===== config.mk =====
export PLATFORM = sky130hd
export DESIGN_NAME = load_store_unit
export DESIGN_NICKNAME = d
export VERILOG_FILES = /design/src/rtl/cpu_pkg.sv /design/src/rtl/load_extend.sv /design/src/rtl/load_store_unit.sv
export SDC_FILE = /design/constraint.sdc
export NUM_CORES = 1
export LEC_CHECK = 0
export BUFFER_PORTS_ARGS = -buffer_cell sky130_fd_sc_hd__buf_2
export CAP_MARGIN = 40
export CORE_MARGIN = 8
export CORE_UTILIZATION = 54
export CTS_BUF_LIST = sky130_fd_sc_hd__clkbuf_4 sky130_fd_sc_hd__clkbuf_8 sky130_fd_sc_hd__clkbuf_16
export DETAILED_ROUTE_END_ITERATION = 7
export PLACE_DENSITY_LB_ADDON = 0.12
export SLEW_MARGIN = 10
export SYNTH_ARGS = -nofsm -noshare
export SYNTH_HDL_FRONTEND = slang
export SYNTH_HIERARCHICAL = 1
export SYNTH_SLANG_ARGS = --single-unit

===== constraint.sdc =====
create_clock -name clk -period 3.11 [get_ports clk]
set_input_delay 0.622 -clock clk [delete_from_list [all_inputs] [get_ports clk]]
set_output_delay 0.622 -clock clk [all_outputs]
set_load 0.02 [all_outputs]

===== src/rtl/cpu_pkg.sv =====
`default_nettype none
// ============================================================================
//  Module      : cpu_pkg
//  Description : Shared RV32I core definitions: load/store funct3 codes,
//                LSU state type and op legality / byte-enable helpers.
//  Revision    : 1.0 - initial release
// ============================================================================
package cpu_pkg;

    localparam logic [2:0] LB  = 3'b000;
    localparam logic [2:0] LH  = 3'b001;
    localparam logic [2:0] LW  = 3'b010;
    localparam logic [2:0] LBU = 3'b100;
    localparam logic [2:0] LHU = 3'b101;
    localparam logic [2:0] SB  = 3'b000;
    localparam logic [2:0] SH  = 3'b001;
    localparam logic [2:0] SW  = 3'b010;

    typedef enum logic [1:0] {
        IDLE = 2'd0,
        REQ  = 2'd1,
        WAIT = 2'd2,
        DONE = 2'd3
    } lsu_state_t;

    // funct3[1:0] encodes access size for every legal load/store code
    function automatic logic op_fault(input logic       is_store,
                                      input logic [2:0] funct3,
                                      input logic [1:0] off);
        logic bad_f3;
        if (is_store)
            bad_f3 = (funct3 >= 3'b011);
        else
            bad_f3 = (funct3 == 3'b011) || (funct3[2:1] == 2'b11);
        case (funct3[1:0])
            2'b01:   op_fault = bad_f3 | off[0];
            2'b10:   op_fault = bad_f3 | (off != 2'b00);
            default: op_fault = bad_f3;
        endcase
    endfunction

    function automatic logic [3:0] byte_enable(input logic [2:0] funct3,
                                               input logic [1:0] off);
        case (funct3[1:0])
            2'b00:   byte_enable = 4'b0001 << off;
            2'b01:   byte_enable = off[1] ? 4'b1100 : 4'b0011;
            default: byte_enable = 4'b1111;
        endcase
    endfunction

endpackage
`default_nettype wire


===== src/rtl/load_extend.sv =====
`default_nettype none
// ============================================================================
//  Module      : load_extend
//  Description : Selects the addressed byte/half/word of a read word and
//                sign- or zero-extends it to 32 bits.
//  Revision    : 1.0 - initial release
// ============================================================================
module load_extend
    import cpu_pkg::*;
(
    input  logic [31:0] i_rdata,
    input  logic [1:0]  i_byte_off,
    input  logic [2:0]  i_funct3,
    output logic [31:0] o_result
);

    logic [7:0]  w_byte;
    logic [15:0] w_half;

    assign w_byte = i_rdata[8*i_byte_off +: 8];
    assign w_half = i_rdata[16*i_byte_off[1] +: 16];

    always_comb begin
        o_result = '0;
        case (i_funct3)
            LB:      o_result = {{24{w_byte[7]}}, w_byte};
            LH:      o_result = {{16{w_half[15]}}, w_half};
            LW:      o_result = i_rdata;
            LBU:     o_result = {24'h0, w_byte};
            LHU:     o_result = {16'h0, w_half};
            default: o_result = '0;
        endcase
    end

endmodule
`default_nettype wire


===== src/rtl/load_store_unit.sv =====
`default_nettype none
// ============================================================================
//  Module      : load_store_unit
//  Description : RV32I memory stage: LB/LH/LW/LBU/LHU/SB/SH/SW over a
//                req/gnt/rvalid data-memory handshake, stalling the core.
//  Revision    : 1.0 - initial release
// ============================================================================
module load_store_unit
    import cpu_pkg::*;
#(
    parameter int ADDR_WIDTH = 32
) (
    input  logic                  clk,
    input  logic                  reset,
    input  logic                  lsu_valid,
    input  logic                  lsu_is_store,
    input  logic [2:0]            lsu_funct3,
    input  logic [ADDR_WIDTH-1:0] lsu_addr,
    input  logic [31:0]           lsu_store_data,
    output logic                  lsu_stall,
    output logic                  lsu_done,
    output logic                  lsu_fault,
    output logic [31:0]           lsu_load_data,
    output logic                  mem_req,
    output logic                  mem_we,
    output logic [ADDR_WIDTH-1:0] mem_addr,
    output logic [3:0]            mem_be,
    output logic [31:0]           mem_wdata,
    input  logic                  mem_gnt,
    input  logic                  mem_rvalid,
    input  logic [31:0]           mem_rdata
);

    lsu_state_t            r_state;
    lsu_state_t            w_next_state;
    logic [ADDR_WIDTH-1:0] r_addr;
    logic [31:0]           r_store_data;
    logic [2:0]            r_funct3;
    logic                  r_is_store;
    logic                  r_fault;
    logic [31:0]           r_load_data;
    logic                  w_accept;
    logic                  w_accept_fault;
    logic [31:0]           w_ext_data;
    logic [31:0]           w_wdata;

    assign w_accept       = (r_state == IDLE) && lsu_valid;
    assign w_accept_fault = op_fault(lsu_is_store, lsu_funct3, lsu_addr[1:0]);

    load_extend u_load_extend (
        .i_rdata    (mem_rdata),
        .i_byte_off (r_addr[1:0]),
        .i_funct3   (r_funct3),
        .o_result   (w_ext_data)
    );

    always_ff @(posedge clk or negedge reset) begin
        if (!reset)
            r_state <= IDLE;
        else
            r_state <= w_next_state;
    end

    always_comb begin
        w_next_state = r_state;
        case (r_state)
            IDLE:    if (lsu_valid) w_next_state = w_accept_fault ? DONE : REQ;
            REQ:     if (mem_gnt) w_next_state = WAIT;
            WAIT:    if (mem_rvalid) w_next_state = DONE;
            DONE:    w_next_state = IDLE;
            default: w_next_state = IDLE;
        endcase
    end

    // Op registers are captured at accept so the execute stage may move on
    always_ff @(posedge clk or negedge reset) begin
        if (!reset) begin
            r_addr       <= '0;
            r_store_data <= '0;
            r_funct3     <= '0;
            r_is_store   <= 1'b0;
            r_fault      <= 1'b0;
            r_load_data  <= '0;
        end else if (w_accept) begin
            r_addr       <= lsu_addr;
            r_store_data <= lsu_store_data;
            r_funct3     <= lsu_funct3;
            r_is_store   <= lsu_is_store;
            r_fault      <= w_accept_fault;
            r_load_data  <= '0;
        end else if ((r_state == WAIT) && mem_rvalid && !r_is_store) begin
            r_load_data  <= w_ext_data;
        end
    end

    always_comb begin
        w_wdata = r_store_data;
        case (r_funct3)
            SB:      w_wdata = {4{r_store_data[7:0]}};
            SH:      w_wdata = {2{r_store_data[15:0]}};
            SW:      w_wdata = r_store_data;
            default: w_wdata = r_store_data;
        endcase
    end

    always_comb begin
        lsu_stall     = 1'b0;
        lsu_done      = 1'b0;
        lsu_fault     = 1'b0;
        lsu_load_data = '0;
        mem_req       = 1'b0;
        mem_we        = 1'b0;
        mem_addr      = '0;
        mem_be        = '0;
        mem_wdata     = '0;
        case (r_state)
            // reset gates the accept stall so every output reads 0 while held in reset
            IDLE: lsu_stall = lsu_valid & reset;
            REQ: begin
                lsu_stall = 1'b1;
                mem_req   = 1'b1;
                mem_we    = r_is_store;
                mem_addr  = {r_addr[ADDR_WIDTH-1:2], 2'b00};
                mem_be    = byte_enable(r_funct3, r_addr[1:0]);
                mem_wdata = w_wdata;
            end
            WAIT: lsu_stall = 1'b1;
            DONE: begin
                lsu_done      = 1'b1;
                lsu_fault     = r_fault;
                lsu_load_data = r_load_data;
            end
            default: ;
        endcase
    end

endmodule
`default_nettype wire


==> qor.yml <==
outcome:
  outcome: "finished clean"
timing:
  hold_violations: 0
  hold_ws_ns: 0.0620
  fin_setup_tns_ns: 0
  max-slew-margin-rel: 0.386
  worst_slew_pin_slew_ns: 0.921
  skew_ns: 0.0125
  finalSetupViolCount: 0
  period_share: 0.896
  clock.fmax_ghz: 0.359
  timing.final.max_slew_violations: 0
  fin_crit_ns: 2.79
  rsz0062_at_grt: "no"
cts:
  post_cts_buffers: 0
  cts_root_buf: "clkbuf_8"
  ctsHtreeMaxLevel: 3
  cts_buffer_depth: 2
  cts_tree: "built"
  insertion_delay_ns: 0.38
  clkSlewWorstSetupHoldPaths_ns: 0.10
  cts.repair.resized: 0
  numCtsBuffers: 9
  hold_buffers: 0
  cts.sink_count: 103
detailed_routing:
  drc: 0
  vias_per_cell: 5.66
  firstDrtPassIters: 5
  ant_nets: 0
  drt_wl_total_um: 16600
  wl_per_cell_um: 19.0
  initialDrtViolationCount: 399
  vias: 4937
grt:
  antenna_found_initial: 1
  grt_first_pass_wirelength_um: 26500
  grt_pass1_vias: 5214
  grt_max_degree: 52
  grt_overflow_total: 0
  grt.total_usage: 0.228
power:
  seq_power_share: 0.334
  power_uw: 7480
  power.switching_uw: 3250
  p_int_uw: 4230
  ir_drop_mv: 0.583
  power.share.combinational: 0.538
  pwr-share-clk: 0.128
  p_per_area_nw_per_um2: 1050
  p_leak_uw: 0.00365
  power_switching_share: 0.435
synthesis:
  yosys_register_bits: 103
  synth_seq_area_share: 0.442
  synth_edf_count: 0
  synth_xor_area_frac: 0
  async_reset_ff_frac: 1.00
  netlist_instances: 537
  synth_ff_type: "dfrtp_1"
  syn_area_um2: 5830
  synth_top_family_by_area: "multiplexers"
  avgSynthCellArea_um2: 10.9
  synth_fa_ha_area_frac: 0.0150
  synthSimpleGateAreaFrac: 0.161
  ys_warn_count: 6
  synth_compound_area_frac: 0.153
  muxShareOfSynthArea: 0.182
  synthDistinctLibCells: 40
setup_path:
  end_kind: "primary output"
  critPathRequiredTime_ns: 2.49
  critical_path_class: "flop to primary output"
  cp_top_family: "buffers and inverters"
  crit_path_max_fanout: 34
  arrival_ns: 2.16
  startpoint_type: "flop"
  crit_chain: "inv_1 -> ha_2 -> buf_4 -> a21boi_1 -> buf_2"
  crit_buf_inv: 3
  cp_slowest_cell: "ha_2"
  crit_path_max_incr_delay_ns: 0.57
cells_and_area:
  fin_area_um2: 7150
  antennaDiodeCount: 0
  area_delta_synth_final_pct: 22.7
  layout-drive-gt1-share: 0.443
  final_util: 0.668
  final_nets: 839
die:
  start_util: 0.545
  die_y_um: 120
  fp.coreArea_um2: 10700
  chipWidth_um: 120
  die_area_um2: 14400
  pin_count: 210
  row_count: 38
hold_path:
  hold_path_class: "input port to async pin"
job:
  maxCapViolCount: 0
place:
  gp_congestion: 0.883
  dpl-instance-area_um2: 6920
  portBuffers: 207
  dp_hpwl_um: 12400
==> cells in the final DEF, fill, tap and decap left out, types with 2 or more instances in the layout <==
| cell type | count |
|---|---|
| buf_2 | 206 |
| dfrtp_1 | 103 |
| mux2_2 | 75 |
| and2_1 | 72 |
| nand2_1 | 32 |
| a22o_1 | 32 |
| mux2i_1 | 20 |
| nor2b_1 | 19 |
| nand3_1 | 17 |
| o211ai_1 | 17 |
| buf_4 | 15 |
| o21ai_0 | 13 |
| a22oi_1 | 13 |
| clkbuf_8 | 10 |
| a21oi_1 | 9 |
| o211a_1 | 8 |
| a21boi_1 | 8 |
| nor2_1 | 7 |
| nand2b_1 | 7 |
| ha_1 | 6 |
| o21ai_1 | 5 |
| inv_1 | 4 |
| o21a_1 | 4 |
| or2_1 | 2 |
| nand4_1 | 2 |
| conb_1 | 2 |
| bufinv_16 | 2 |
| nor3b_1 | 2 |
| o221ai_1 | 2 |
==> power groups by stage <==
| stage | registers, µW | logic, µW | clock network (µW) |
|---|---|---|---|
| after global routing | 2580 | 4380 | 1030 |
| after floorplan | 2280 | 3130 | 0 |
| after global placement | 2480 | 3920 | 0 |
| after detailed placement | 2510 | 4040 | 0 |
| final | 2500 | 4030 | 957 |
| after CTS | 2490 | 4060 | 982 |
==> routing by layer <==
| metal | GRT usage | part of all wire |
|---|---|---|
| met5 | 0 | 0.00066 |
| met2 | 0.385 | 0.49 |
| met4 | 0.0968 | 0.022 |
| met1 | 0.262 | 0.40 |
| met3 | 0.0742 | 0.090 |
==> worst paths after layout <==
check / start / to / slack (ns) / cells after the start
max: r_state[1] / mem_wdata[18] / 0.32 / 5
min: reset / r_load_data[16] / 0.06 / 1
max reg2reg: r_state[0] / r_addr[17] / 0.82 / 6
min reg2reg: r_fault / r_fault / 0.50 / 2
max in group asynchronous: reset / r_addr[31] / 2.18 / 2
min in group clk: lsu_addr[6] / r_addr[6] / 0.47 / 2
==> synthesized netlist by cell type (3+ instances only) <==
master    count  area share
o211ai_1     17       0.022
buf_4         3      0.0039
clkbuf_1     12      0.0077
buf_2        23       0.020
nand2_1      33       0.021
inv_1         4      0.0026
nor2b_1      19       0.020
mux2_2       75        0.14
ha_1          7       0.015
dfrtp_1     103        0.44
a21oi_1       9      0.0077
a22o_1       32       0.048
buf_6         5      0.0097
o211a_1       8       0.014
nor2_1        7      0.0045
nand2b_1      7      0.0075
mux2i_1      20       0.034
and2_1       72       0.077
o21ai_1       5      0.0043
a22oi_1      13       0.017
o21ai_0      13       0.011
nand3_1      17       0.015
a21boi_1      8       0.010
o21a_1        4      0.0052
==> stage by stage <==
| step | std cells | worst slack (ns) |
|---|---|---|
| after floorplan | 538 | 0.948 |
| after global placement | 855 | 0.818 |
| after detailed placement | 856 | 0.735 |
| after CTS | 872 | 0.304 |
| after global routing | 872 | 0.197 |
| final | 872 | 0.324 |
==> registers in the layout (all words and copies together), names as in the netlist <==
name and cells:
r_store_data 32, r_load_data 32, r_state 2, r_addr 32, r_fault 1, r_is_store 1, r_funct3 3
==> cells by family (layout without fill, tap and decap cells) <==
group,count (synthesis),count (layout)
simple gates,165,165
compound gates,117,117
flops,103,103
mux,96,96
buf+inv,48,242
fa+ha+maj,7,7
other cells,1,2
==> area by class of cell <==
cell class | instances | area, µm²
Fill cell | 888 | 3550
Multi-Input combinational cell | 387 | 3000
Sequential cell | 103 | 2580
Timing Repair Buffer | 222 | 1160
Tap cell | 140 | 175
Clock buffer | 11 | 145
Clock inverter | 5 | 81.3
Inverter | 4 | 15.0
Note: power is estimated with default switching activity, not from simulation.
